File: src/rtl/seg_pkg.sv
// seg_pkg: constants shared by the seven-segment display driver.
//   - Segment bit positions on the active-low segment bus (a..g, dp).
//   - Whole-bus patterns: all dark, all lit, dash.
//   - 16-entry BCD-to-segment table. Codes 10..15 map to a dash.
//     In every table entry bit7 (dp) is off.
package seg_pkg;

  localparam int SEG_A  = 0;
  localparam int SEG_B  = 1;
  localparam int SEG_C  = 2;
  localparam int SEG_D  = 3;
  localparam int SEG_E  = 4;
  localparam int SEG_F  = 5;
  localparam int SEG_G  = 6;
  localparam int SEG_DP = 7;

  localparam logic [7:0] SEG_BLANK = 8'hFF;
  localparam logic [7:0] SEG_ALL   = 8'h00;
  localparam logic [7:0] SEG_DASH  = 8'hBF;

  // Packed table: the left-most element is index 15, the right-most is index 0.
  localparam logic [15:0][7:0] SEG_TABLE = {
    SEG_DASH, SEG_DASH, SEG_DASH, SEG_DASH, SEG_DASH, SEG_DASH,   // 15..10
    8'h90, 8'h80, 8'hF8, 8'h82, 8'h92,                            // 9..5
    8'h99, 8'hB0, 8'hA4, 8'hF9, 8'hC0                             // 4..0
  };

endpackage

File: src/rtl/seg_bcd_decode.sv
// seg_bcd_decode: combinational BCD to active-low seven-segment decoder.
//   code  : 4-bit BCD digit. Codes 10..15 are invalid and show a dash.
//   blank : 1 turns segments a..g off. The decimal point is not affected.
//   dp    : 1 lights the decimal point (bit7 driven low).
//   seg_n : active-low segment pattern. bit0..6 = a..g, bit7 = dp.
module seg_bcd_decode (
  input  logic [3:0] code,
  input  logic       blank,
  input  logic       dp,
  output logic [7:0] seg_n
);
  import seg_pkg::*;

  always_comb begin
    seg_n = SEG_TABLE[code];
    if (blank) begin
      seg_n[SEG_G:SEG_A] = SEG_BLANK[SEG_G:SEG_A];
    end
    seg_n[SEG_DP] = ~dp;
  end

endmodule

File: src/rtl/seg_scan_driver.sv
// seg_scan_driver: multiplexed seven-segment display driver.
//   clk, rst_n : clock and asynchronous active-low reset.
//   digits_in  : packed BCD input. Digit k is at [4k+3:4k]; digit 0 is least significant.
//   load       : one-cycle strobe. Captures digits_in and dp_in into the shadow registers.
//   dp_in      : per-digit decimal point request. Captured together with load.
//   blank_lead : level input. Enables leading-zero suppression.
//   alarm      : level input. Replaces scanning with a blinking all-on pattern on all digits.
//   seg_n      : active-low segment bus. bit0..6 = a..g, bit7 = dp.
//   dig_sel_n  : active-low digit enables. While scanning, exactly one bit is low.
module seg_scan_driver #(
  parameter int NUM_DIGITS = 6,
  parameter int SCAN_DIV   = 1000,
  parameter int BLINK_DIV  = 25000000
) (
  input  logic                    clk,
  input  logic                    rst_n,
  input  logic [4*NUM_DIGITS-1:0] digits_in,
  input  logic                    load,
  input  logic [NUM_DIGITS-1:0]   dp_in,
  input  logic                    blank_lead,
  input  logic                    alarm,
  output logic [7:0]              seg_n,
  output logic [NUM_DIGITS-1:0]   dig_sel_n
);
  import seg_pkg::*;

  localparam int IDX_W   = (NUM_DIGITS > 1) ? $clog2(NUM_DIGITS) : 1;
  localparam int SCAN_W  = $clog2(SCAN_DIV);
  localparam int BLINK_W = $clog2(BLINK_DIV);

  localparam logic [IDX_W-1:0]   IDX_LAST   = IDX_W'(NUM_DIGITS - 1);
  localparam logic [SCAN_W-1:0]  SCAN_LAST  = SCAN_W'(SCAN_DIV - 1);
  localparam logic [BLINK_W-1:0] BLINK_LAST = BLINK_W'(BLINK_DIV - 1);

  logic [4*NUM_DIGITS-1:0] shadow_bcd_reg;
  logic [NUM_DIGITS-1:0]   shadow_dp_reg;
  logic [IDX_W-1:0]        idx_reg;
  logic [SCAN_W-1:0]       scan_cnt_reg;
  logic [BLINK_W-1:0]      blink_cnt_reg;
  logic                    blink_on_reg;
  logic [7:0]              seg_n_reg;
  logic [NUM_DIGITS-1:0]   dig_sel_n_reg;

  logic [7:0]              seg_n_next;
  logic [NUM_DIGITS-1:0]   dig_sel_n_next;

  // zero_from[k] is 1 when digit k and every more significant digit are 0.
  // The top entry seeds the chain. Invalid codes are non-zero, so they stop the chain.
  logic [NUM_DIGITS:0]     zero_from;
  logic [NUM_DIGITS-1:0]   blank_mask;

  assign zero_from[NUM_DIGITS] = 1'b1;

  generate
    for (genvar gi = 0; gi < NUM_DIGITS; gi++) begin : g_blank
      assign zero_from[gi] = (shadow_bcd_reg[4*gi +: 4] == 4'd0) && zero_from[gi+1];
      if (gi == 0) begin : g_units
        // The units digit always shows, so a zero value still displays "0".
        assign blank_mask[gi] = 1'b0;
      end else begin : g_upper
        assign blank_mask[gi] = blank_lead && zero_from[gi];
      end
    end
  endgenerate

  // Select the current digit. The decoder then runs once on the selected digit.
  logic [3:0] sel_code;
  logic       sel_blank;
  logic       sel_dp;
  logic [7:0] dec_seg_n;

  always_comb begin
    sel_code  = 4'd0;
    sel_blank = 1'b0;
    sel_dp    = 1'b0;
    for (int k = 0; k < NUM_DIGITS; k++) begin
      if (idx_reg == IDX_W'(k)) begin
        sel_code  = shadow_bcd_reg[4*k +: 4];
        sel_blank = blank_mask[k];
        sel_dp    = shadow_dp_reg[k];
      end
    end
  end

  seg_bcd_decode u_decode (
    .code  (sel_code),
    .blank (sel_blank),
    .dp    (sel_dp),
    .seg_n (dec_seg_n)
  );

  always_comb begin
    if (alarm) begin
      dig_sel_n_next = '0;
      seg_n_next     = blink_on_reg ? SEG_ALL : SEG_BLANK;
    end else begin
      dig_sel_n_next = ~(NUM_DIGITS'(1) << idx_reg);
      seg_n_next     = dec_seg_n;
    end
  end

  // Shadow registers. Data written here appears on the pins one edge later.
  always_ff @(posedge clk or negedge rst_n) begin
    if (!rst_n) begin
      shadow_bcd_reg <= '0;
      shadow_dp_reg  <= '0;
    end else if (load) begin
      shadow_bcd_reg <= digits_in;
      shadow_dp_reg  <= dp_in;
    end
  end

  // The scan counter keeps running during alarm.
  // This lets the display resume at the same position the scan has reached.
  always_ff @(posedge clk or negedge rst_n) begin
    if (!rst_n) begin
      scan_cnt_reg <= '0;
      idx_reg      <= '0;
    end else if (scan_cnt_reg == SCAN_LAST) begin
      scan_cnt_reg <= '0;
      idx_reg      <= (idx_reg == IDX_LAST) ? '0 : idx_reg + IDX_W'(1);
    end else begin
      scan_cnt_reg <= scan_cnt_reg + SCAN_W'(1);
    end
  end

  // The blink counter runs only during alarm.
  // When alarm is low it is held at 0 with the phase on, so every alarm starts with a full lit half-period.
  always_ff @(posedge clk or negedge rst_n) begin
    if (!rst_n) begin
      blink_cnt_reg <= '0;
      blink_on_reg  <= 1'b1;
    end else if (!alarm) begin
      blink_cnt_reg <= '0;
      blink_on_reg  <= 1'b1;
    end else if (blink_cnt_reg == BLINK_LAST) begin
      blink_cnt_reg <= '0;
      blink_on_reg  <= ~blink_on_reg;
    end else begin
      blink_cnt_reg <= blink_cnt_reg + BLINK_W'(1);
    end
  end

  always_ff @(posedge clk or negedge rst_n) begin
    if (!rst_n) begin
      seg_n_reg     <= SEG_BLANK;
      dig_sel_n_reg <= '1;
    end else begin
      seg_n_reg     <= seg_n_next;
      dig_sel_n_reg <= dig_sel_n_next;
    end
  end

  assign seg_n     = seg_n_reg;
  assign dig_sel_n = dig_sel_n_reg;

endmodule

File: config.mk
export PLATFORM = sky130hd
export DESIGN_NAME = seg_scan_driver
export DESIGN_NICKNAME = d
export VERILOG_FILES = /design/src/rtl/seg_pkg.sv /design/src/rtl/seg_bcd_decode.sv /design/src/rtl/seg_scan_driver.sv
export SDC_FILE = /design/constraint.sdc
export NUM_CORES = 1
export LEC_CHECK = 0
export BUFFER_PORTS_ARGS = -buffer_cell sky130_fd_sc_hd__buf_2
export CORE_ASPECT_RATIO = 1.4
export CORE_MARGIN = 10
export CORE_UTILIZATION = 65
export CTS_BUF_LIST = sky130_fd_sc_hd__clkbuf_4 sky130_fd_sc_hd__clkbuf_8
export CTS_CLUSTER_SIZE = 16
export DETAILED_ROUTE_END_ITERATION = 8
export PLACE_DENSITY = 0.88
export SLEW_MARGIN = 20
export SYNTH_ARGS = -nofsm -noshare
export SYNTH_HDL_FRONTEND = slang
export SYNTH_HIERARCHICAL = 1
export SYNTH_SLANG_ARGS = --single-unit
File: constraint.sdc
create_clock -name clk -period 8.8 [get_ports clk]
set_input_delay 1.32 -clock clk [delete_from_list [all_inputs] [get_ports clk]]
set_output_delay 1.32 -clock clk [all_outputs]
set_load 0.02 [all_outputs]
Yosys cells after proc, flatten, opt, wreduce, memory -nomap -nowiden:

Memory sizes are Yosys's and may differ from the RTL's.
Cells that the tools add are included.

* flip-flop bits (word level): 83
* input port bits: 35
* output and inout port bits: 14
* memories kept: 1
* ROM bits: 128
* word-level logic and storage cells: 68

Memory list
* (no name shown): words 16, width 8, rd ports 1, clocked after Yosys merged registers in 0, write ports 0, RTL line seg_bcd_decode.sv:15 `seg_n = SEG_TABLE[code];`

* order comparisons: 1
* add/subtract/negate cells: 3
* shift operators: 1
* multiplexer cells: 28
* equality and inequality tests: 8
* reduce and logical (&&, ||, !) cells: 15
* bitwise operators: 3

Operators with widths (count)
* $mux 25: 2
* $add 25x1->25 const B: 1
* $eq 25x25->1 const B: 1
* $mux 4: 6
* $logic_not 4->1: 5
* $mux 8: 2
* $mux 7: 2
* $mux 1: 13
* $add 10x1->10 const B: 1
* $eq 10x10->1 const B: 1
* $mux 10: 1
* $logic_and 1x1->1: 9
* $eq 3x2->1 const B: 2
* $eq 3x3->1 const B: 2
* $mux 6: 1
* $not 6->6: 1
* $shl 1x3->6 const A: 1
* $lt 4x5->1 const B: 1
* $add 3x1->3 const B: 1
* $eq 3x1->1 const B: 1
* $logic_not 3->1: 1
* $mux 3: 1
* $ne 2x1->1 const B: 1
* $not 1->1: 2

Depth between registers and ports, before layout:

Gate-level depths: netlist of run 1.

* depth in word-level cells: 13
* mapped depth: 14
* depth with buffers taken out: 11

Hierarchy:

Netlist of run 1, hierarchy kept.

Modules (own cells, without submodules)
* seg_scan_driver: cells an instance 350, sequential area each 2095.8 um^2, times used 1, area an instance 3906.2 um^2
* seg_bcd_decode: cells an instance 32, sequential area each 0.0 um^2, times used 1, area an instance 205.2 um^2

Least setup slack after synthesis of run 1:

Ideal clock, no wire load.

* path type: reg-to-reg
* from: reg idx_reg[0]
* to: reg seg_n_reg[3] (netlist: seg_n[3])
* required time: 8.721 ns
* cell stages (with the launch flop): 15
* clock period less this slack: 3.048 ns
* path buffers: 3
* data arrival time: 2.969 ns
* slack: 5.752 ns
* library setup time: 0.079 ns
* cells stage by stage: dfrtp_1 -> clkbuf_1 -> clkbuf_1 -> and2_1 -> ha_1 -> buf_1 -> mux2i_1 -> o21ai_0 -> inv_1 -> ha_1 -> nand2_1 -> o21ai_0 -> o21ai_0 -> inv_1 -> o21ai_0

* word-level cells in the longest chain between the ends: 11
* elaborated cells between the ends (all ways): 21
* those cells by class: 5 x eq/ne; 14 x mux; 1 x reduce/logical; 1 x memory

Ends and longest elaborated chain
* start: declaration: RTL line seg_scan_driver.sv:37 `logic [IDX_W-1:0] idx_reg;`
* start signal: assignment: RTL line seg_scan_driver.sv:121 `idx_reg <= (idx_reg == IDX_LAST) ? '0 : idx_reg + IDX_W'(1);`
* $logic_not 3->1: RTL line seg_scan_driver.sv:77 `if (idx_reg == IDX_W'(k)) begin`
* $mux 4 (5 in series): RTL line seg_scan_driver.sv:77
* $mux 4 *: RTL line seg_scan_driver.sv:77
* net sel_code[1]: RTL line seg_scan_driver.sv:67 `logic [3:0] sel_code;`
* $mem_v2 16x8 *
* $mux 7 (not written as such) *: RTL line seg_bcd_decode.sv:15
* $mux 7 *: RTL line seg_bcd_decode.sv:16 `if (blank) begin`
* net dec_seg_n[3]: RTL line seg_scan_driver.sv:70 `logic [7:0] dec_seg_n;`
* $mux 8 *: RTL line seg_scan_driver.sv:93 `if (alarm) begin`
* net seg_n_next[3]: RTL line seg_scan_driver.sv:44 `logic [7:0] seg_n_next;`
* end signal: assignment: RTL line seg_scan_driver.sv:149 `seg_n_reg <= seg_n_next;`
* end: declaration: RTL line seg_scan_driver.sv:41 `logic [7:0] seg_n_reg;`

The timed path passes the listed nets; every way through them passes the cells marked *. The select of a mux whose other input is x is not followed.
A chain may end at the register's enable or synchronous reset.

Worst setup path after layout of run 1:

* from: reg idx_reg[0]
* to: reg seg_n_reg[1] (netlist: seg_n[1])

The elaborated chain is that of the path after synthesis.

==> results.md, run 1 <==
- Mux contribution to synthesized area: 12.5%
- Yosys cell types: 44
- Die area: 0.00995 mm2
- DIE HEIGHT: 114 um
- Vias in the first global route: 3028
- Core area: 0.00617 mm2
- Routability cong.: 0.831
- Met2 usage: 30.1%
- Final hold vios: 0
- Setup crit end kind: flop
- H-tree depth: 3
- Async set-or-reset flop fraction in the synthesized netlist: 100%
- Reg2reg setup slack: 5.47 ns
- DRT Pass-1 Iters: 4
- Top FF cell, synth: dfrtp_1
- Synth Instances: 382
- Kind of critical path: flop to flop
- Clk sink count: 83
- Avg Inst Size Synth: 10.8 um2
- Global-route wire length before repair: 14100 um
- CP Capture Point: seg_n[1]
- TritonCTS Buffers: 9
- Met3 usage: 3.77%
- Syn Nets: 425
- Clk_lat worst skew: 0.35 ns
- Antenna cells: 0
- Class of the worst hold path: flop to flop
- Final TNS setup: 0 ns
- M1 GR Usage: 20.3%
- Largest family of logic cells by synthesized area: simple AND/OR/NAND/NOR gates
- R2R cell count: 10
- Drt first-iter violations: 215
- GRT Util Overall: 17.6%
- Peak fanout along the critical path: 19
- Number of flops mapped to enable cells by yosys: 0
- WL final: 8400 um
- Share of layout cells above drive strength 1: 27.8%
- Post-synthesis sequential area ratio: 51.0%
- Critical Path AT: 3.59 ns
- Max Slew Vio Count: 0
- CTS tree: yes
- FP Rows: 34
- DR DRC count: 0
- RSZ-0062 raised after global routing: no
- Worst slew margin: 31.8%
- Status: complete, no violations
- CTS clk-pin slew, worst paths: 0.08 ns
- Post-Synth XOR/XNOR Area: 3.83%
- CP startpoint: idx_reg[0]
- Post-route minimum period: 3.33 ns
- Io pins: 49
- DP HPWL: 5960 um
- Multi-input logic area: 0.00185 mm2
- VDD IR max: 127 uV
- Starting density of the core: 66.7%
- YS warnings: 6
- Synth Area in Simple Gates: 15.0%
- Total cell area at the placement stage: 0.00435 mm2
- Leakage power: 1.94 nW
- Clock root cell: clkbuf_8
- GR peak layer: met2
- Max Fclk: 300 MHz
- Post-route ant nets: 0
- Die X: 87.2 um
- Fill cell total of the finished layout: 433
- Crit Reg-Reg Startpoint: idx_reg[0]
- Initial antenna violation count: 0
- Worst-Margin Slew: 1.01 ns
- Post-CTS Setup Bufs: 0
- Nets: 463
- Pin count of the biggest net entering global routing: 84
- Max-cap violations: 0
- RR Endpoint: seg_n[1]
- Vias per inst: 6.11
- Crit path required time: 9.06 ns
- Synth Register Bits: 83
- Clock buffer depth: 2
- Setup crit start kind: flop
- Post-synthesis cell area: 0.00411 mm2
- Vias: 3039
- Final setup margin: 5.47 ns
- Worst Skew: 0.00980 ns
- Dpl ws: 5.63 ns
- Final setup violation count: 0
- Final Cell Area: 0.00455 mm2
- Register area: 0.00210 mm2
- P per Cell Area: 170 mW/mm2
- Period Utilization, post-route: 37.8%
- Compound-Gate Fraction of Synth Area: 11.2%
- PnR Total Power: 0.775 mW
- # hold bufs at CTS: 0
- DR WL/cell: 16.9 um
- IO buf count: 48
- Cts repair resizes: 0
- Grt total ovfl: 0
- Adder-cell area share of the yosys netlist: 2.43%
- Largest register FFs: 25
- Area delta synth->final: 10.7%
## kinds of logic after synthesis
kind of cell,Yosys count
simple gates,109
flops,83
compound gates,79
mux,47
buf+inv,38
xor+xnor,18
fa+ha+maj,8
## routing by layer
layer | routed length [um] | share of wire (%)
met5 | 0 | 0
met4 | 203 | 2.4
met3 | 492 | 5.9
met2 | 4460 | 53
met1 | 3250 | 39
## cells in the mapped netlist, types with 4 or more instances
cell,n,area (um2)
or4_1,5,37.5
nand2_1,17,63.8
ha_1,8,100
and4_1,5,43.8
or3_1,9,56.3
clkbuf_1,12,45.0
o31ai_1,4,30.0
dfstp_2,15,394
xor2_1,13,114
mux2i_1,11,110
o21ai_0,34,170
nand3_1,15,75.1
nor4_1,4,25.0
a21oi_1,24,120
dfrtp_1,68,1700
nand4_1,7,43.8
mux2_2,36,405
xnor2_1,5,43.8
nor2_1,23,86.3
a32oi_1,5,43.8
inv_1,17,63.8
and3_1,7,43.8
buf_2,5,25.0
o2bb2ai_1,5,43.8
## worst min path at each step
stage	start	cells after the start	to	slack [ns]
global route	blink_cnt_reg[0]	1	blink_cnt_reg[0]	0.48
global placement	scan_cnt_reg[0]	1	scan_cnt_reg[0]	0.44
finish	blink_cnt_reg[0]	1	blink_cnt_reg[0]	0.46
CTS	blink_cnt_reg[0]	1	blink_cnt_reg[0]	0.47
detailed placement	blink_cnt_reg[0]	1	blink_cnt_reg[0]	0.45
floorplan	blink_cnt_reg[0]	1	blink_cnt_reg[0]	0.42
## through the flow
step / utilization [%] / instances / hold slack (ns)
after detailed placement: 70.5 / 481 / 0.454
after global placement: 70.5 / 481 / 0.440
final: 73.8 / 497 / 0.459
after CTS: 73.8 / 497 / 0.466
after floorplan: - / 382 / 0.424
after global routing: 73.8 / 497 / 0.485
## worst max-delay path: stages, from the launching register on
cell	delay, ns
dfrtp_1	0.80
and2_1	0.23
ha_1	0.47
mux2i_1	0.15
o21ai_0	0.51
inv_1	0.19
ha_1	0.34
a21oi_1	0.07
o21bai_1	0.22
inv_1	0.06
o21ai_0	0.20
## cell usage in the layout (no fill, tap or decap), types with 7 or more instances in the layout
| cell type | n |
|---|---|
| dfrtp_1 | 68 |
| buf_2 | 47 |
| mux2_2 | 36 |
| o21ai_0 | 34 |
| a21oi_1 | 24 |
| nor2_1 | 23 |
| inv_1 | 17 |
| nand2_1 | 17 |
| nand3_1 | 15 |
| dfstp_2 | 15 |
| xor2_1 | 13 |
| mux2i_1 | 11 |
| clkbuf_8 | 10 |
| or3_1 | 9 |
| ha_1 | 8 |
| and3_1 | 7 |
| nand4_1 | 7 |
## area by class of cell
class | instances | share of cell area, %
sequential | 83 | 46.1
multi-input combinational | 261 | 40.8
tap | 72 | 1.98
clock buffer | 12 | 3.36
clock inverter | 4 | 1.10
timing repair buffer | 48 | 5.34
inverter | 17 | 1.40
## power by group
part	internal [mW]	switching [mW]	total, mW
Clock	0.145	0.132	0.277
Combinational	0.0346	0.0447	0.0793
Sequential	0.404	0.0137	0.418
Total	0.584	0.191	0.775
No activity file was read; power rests on OpenSTA's default activity.
==> run 2: changes to the inputs <==
--- a/config.mk
+++ b/config.mk
@@ -5,14 +5,15 @@
 export SDC_FILE = /design/constraint.sdc
 export NUM_CORES = 1
 export LEC_CHECK = 0
+export ABC_AREA = 1
 export BUFFER_PORTS_ARGS = -buffer_cell sky130_fd_sc_hd__buf_2
 export CORE_ASPECT_RATIO = 1.4
 export CORE_MARGIN = 10
-export CORE_UTILIZATION = 65
+export CORE_UTILIZATION = 60
 export CTS_BUF_LIST = sky130_fd_sc_hd__clkbuf_4 sky130_fd_sc_hd__clkbuf_8
 export CTS_CLUSTER_SIZE = 16
 export DETAILED_ROUTE_END_ITERATION = 8
-export PLACE_DENSITY = 0.88
+export PLACE_DENSITY = 0.82
 export SLEW_MARGIN = 20
 export SYNTH_ARGS = -nofsm -noshare
 export SYNTH_HDL_FRONTEND = slang
==> constraint.sdc (replaced) <==
create_clock -name clk -period 3.1 [get_ports clk]
set_input_delay 0.465 -clock clk [delete_from_list [all_inputs] [get_ports clk]]
set_output_delay 0.465 -clock clk [all_outputs]
set_load 0.02 [all_outputs]
==> run 2 against run 1 <==
Net effect: total power grew to 3.0 times the previous value; register-to-register slack worse by 4.7 ns; critical path depth rose by 4; core utilization decreased by 3.1 points; maximum frequency up 45%; first-iteration DRC count rose by 1.9%; global-route usage down 0.58 points; clock skew decreased by 0.0014 ns; non-clock buffer count did not move; die area is 7.5% higher; largest power group unchanged.
==> results.md, run 2 <==
- Yosys top cell area share: 41.0%
- RSZ-0062 raised after global routing: no
- Most common cell after layout, fill and taps aside: nand2_1
- VDD IR max: 351 uV
- IO buf count: 48
- Compound-Gate Fraction of Synth Area: 7.59%
- Routability cong.: 0.909
- Area delta synth->final: 13.1%
- Count leader, synth: nand2_1
- DRT Pass-1 Iters: 5
- Worst slew margin: 50.3%
- Yosys cell types: 35
- Worst-Margin Slew: 0.745 ns
- WL final: 8810 um
- Clk_lat worst skew: 0.35 ns
- Core area: 0.00666 mm2
- Share of layout cells above drive strength 1: 17.7%
- Grt total ovfl: 0
- Commonest cells after routing, fill and taps aside: 110 x nand2_1, 75 x nor2_1, 68 x inv_1, 68 x dfrtp_1, 47 x buf_2
- P per Cell Area: 487 mW/mm2
- Max Slew Vio Count: 0
- DIE HEIGHT: 118 um
- Synth Register Bits: 83
- H-tree depth: 3
- Cts repair resizes: 0
- DP HPWL: 6600 um
- Number of flops mapped to enable cells by yosys: 0
- Die X: 90.3 um
- Final TNS setup: 0 ns
- CTS clk-pin slew, worst paths: 0.08 ns
- CP startpoint: idx_reg[1]
- Post-synthesis sequential area ratio: 50.4%
- Post-route ant nets: 0
- Worst Skew: 0.00845 ns
- Reg2reg setup slack: 0.81 ns
- Nets: 604
- Crit path required time: 3.39 ns
- CP most frequent cell: nand2_1
- Worst hold margin: 0.147 ns
- DR WL/cell: 13.4 um
- Vias: 3436
- Setup crit end kind: flop
- Max-cap violations: 0
- Fill cell total of the finished layout: 553
- RR Endpoint: seg_n[3]
- CP Capture Point: seg_n[3]
- Crit Reg-Reg Startpoint: idx_reg[1]
- Final setup violation count: 0
- Mux contribution to synthesized area: 2.44%
- Top post-synthesis cells by area: dfrtp_1 41%, nand2_1 9.9%, dfstp_2 9.5%
- Critical Path Slowest Stage Cell: dfrtp_1
- YS warnings: 6
- Antenna cells: 0
- Critical Path AT: 2.58 ns
- Post-synthesis cell area: 0.00416 mm2
- Drt first-iter violations: 219
- Pin count of the biggest net entering global routing: 84
- Clk sink count: 83
- Io pins: 49
- Vias per inst: 5.22
- R2R cell count: 14
- Global-route wire length before repair: 15400 um
- Post-route minimum period: 2.29 ns
- Class of the worst hold path: input pin to asynchronous set/reset pin
- Initial antenna violation count: 0
- GRT Util Overall: 17.0%
- Synth Instances: 512
- Post-synth top area cell: dfrtp_1
- Final hold vios: 0
- Syn Nets: 555
- Max Fclk: 437 MHz
- Kind of critical path: flop to flop
- Status: complete, no violations
- CTS tree: yes
- Largest register FFs: 25
- Setup crit start kind: flop
- Clock buffer depth: 2
- DR DRC count: 0
- Post-Synth XOR/XNOR Area: 2.11%
- FP Rows: 35
- Clock root cell: clkbuf_8
- Period Utilization, post-route: 73.9%
- Adder-cell area share of the yosys netlist: 2.41%
- TritonCTS Buffers: 9
- Async set-or-reset flop fraction in the synthesized netlist: 100%
- Largest family of logic cells by synthesized area: simple AND/OR/NAND/NOR gates
- Leakage power: 2.24 nW
- Slowest Stage Delay on Critical Path: 0.44 ns
- Avg Inst Size Synth: 8.12 um2
- Starting density of the core: 62.4%
- CP cell instances: nor2_1 -> nand2_1 -> o22ai_1 -> o21ai_0 -> nand2_1 -> nand3_1 -> nand2_1 -> inv_1 -> ha_1 -> nand2_1 -> nand3_1 -> nand2_1 -> nor2_1 -> nor2_1
- Die area: 0.0107 mm2
- Synth Area in Simple Gates: 27.6%
- Synth cell count leaders: 110 x nand2_1, 75 x nor2_1, 68 x dfrtp_1, 68 x inv_1, 32 x o21ai_0
- # hold bufs at CTS: 0
- Post-CTS Setup Bufs: 0
- Top FF cell, synth: dfrtp_1
- Vias in the first global route: 3494
- Peak fanout along the critical path: 6
## run 2: kinds of logic after synthesis
family | count (synthesis)
adders and majority gates | 8
AOI/OAI and AO/OA | 59
DFF | 83
buffers and inverters | 80
xor gates and xnor gates | 10
and+or+nand+nor | 263
muxes | 9
## run 2: per-layer routing
layer  vias to the layer above  global-route usage, %  routed length [um]
met4                         0                   8.58                 178
met2                        65                   29.6                4590
met1                      1617                   19.3                3710
met3                        15                   3.10                 330
met5                         -                      0                   0
li1                       1739                      -                   -
## run 2: layout make-up
| type | count | area [um2] | share of cell area (%) |
|---|---|---|---|
| clock inverter | 5 | 86.3 | 1.84 |
| timing repair buffer | 48 | 246 | 5.24 |
| clock buffer | 11 | 145 | 3.09 |
| inverter | 70 | 263 | 5.59 |
| multi-input combinational | 349 | 1750 | 37.2 |
| sequential | 83 | 2100 | 44.6 |
| tap | 92 | 115 | 2.45 |
## run 2: critical path: cells and delay by family (launching register included)
| kind | cells | cell delay [ns] |
|---|---|---|
| buf+inv | 1 | 0.10 |
| compound gates | 2 | 0.31 |
| fa+ha+maj | 1 | 0.28 |
| flops | 1 | 0.44 |
| simple gates | 10 | 1.10 |
## run 2: worst min-delay path by stage
stage / from / to / slack [ns] / depth (start not counted)
floorplan: rst_n / blink_cnt_reg[0] / 0.17 / 0
global placement: scan_cnt_reg[0] / scan_cnt_reg[0] / 0.47 / 1
detailed placement: blink_on_reg / blink_on_reg / 0.49 / 2
CTS: digits_in[19] / shadow_bcd_reg[19] / 0.30 / 3
global route: rst_n / blink_cnt_reg[9] / 0.20 / 1
finish: rst_n / blink_cnt_reg[10] / 0.15 / 1
## run 2: stage by stage
step / setup WS, ns / util, % / area [um2] / instances / power [mW]
after floorplan: 1.18 / - / 4160 / 512 / 1.34
after global placement: 0.954 / 67.1 / 4470 / 642 / 1.43
after detailed placement: 0.838 / 67.1 / 4470 / 642 / 1.44
after CTS: 0.825 / 70.6 / 4700 / 658 / 2.31
after global routing: 0.481 / 70.6 / 4700 / 658 / 2.40
final: 0.810 / 70.6 / 4700 / 658 / 2.29
## run 2: where the power goes
group / total, mW / switching, mW / internal (mW)
registers: 1.18 / 0.0287 / 1.15
logic: 0.234 / 0.152 / 0.0820
clock network: 0.873 / 0.384 / 0.489
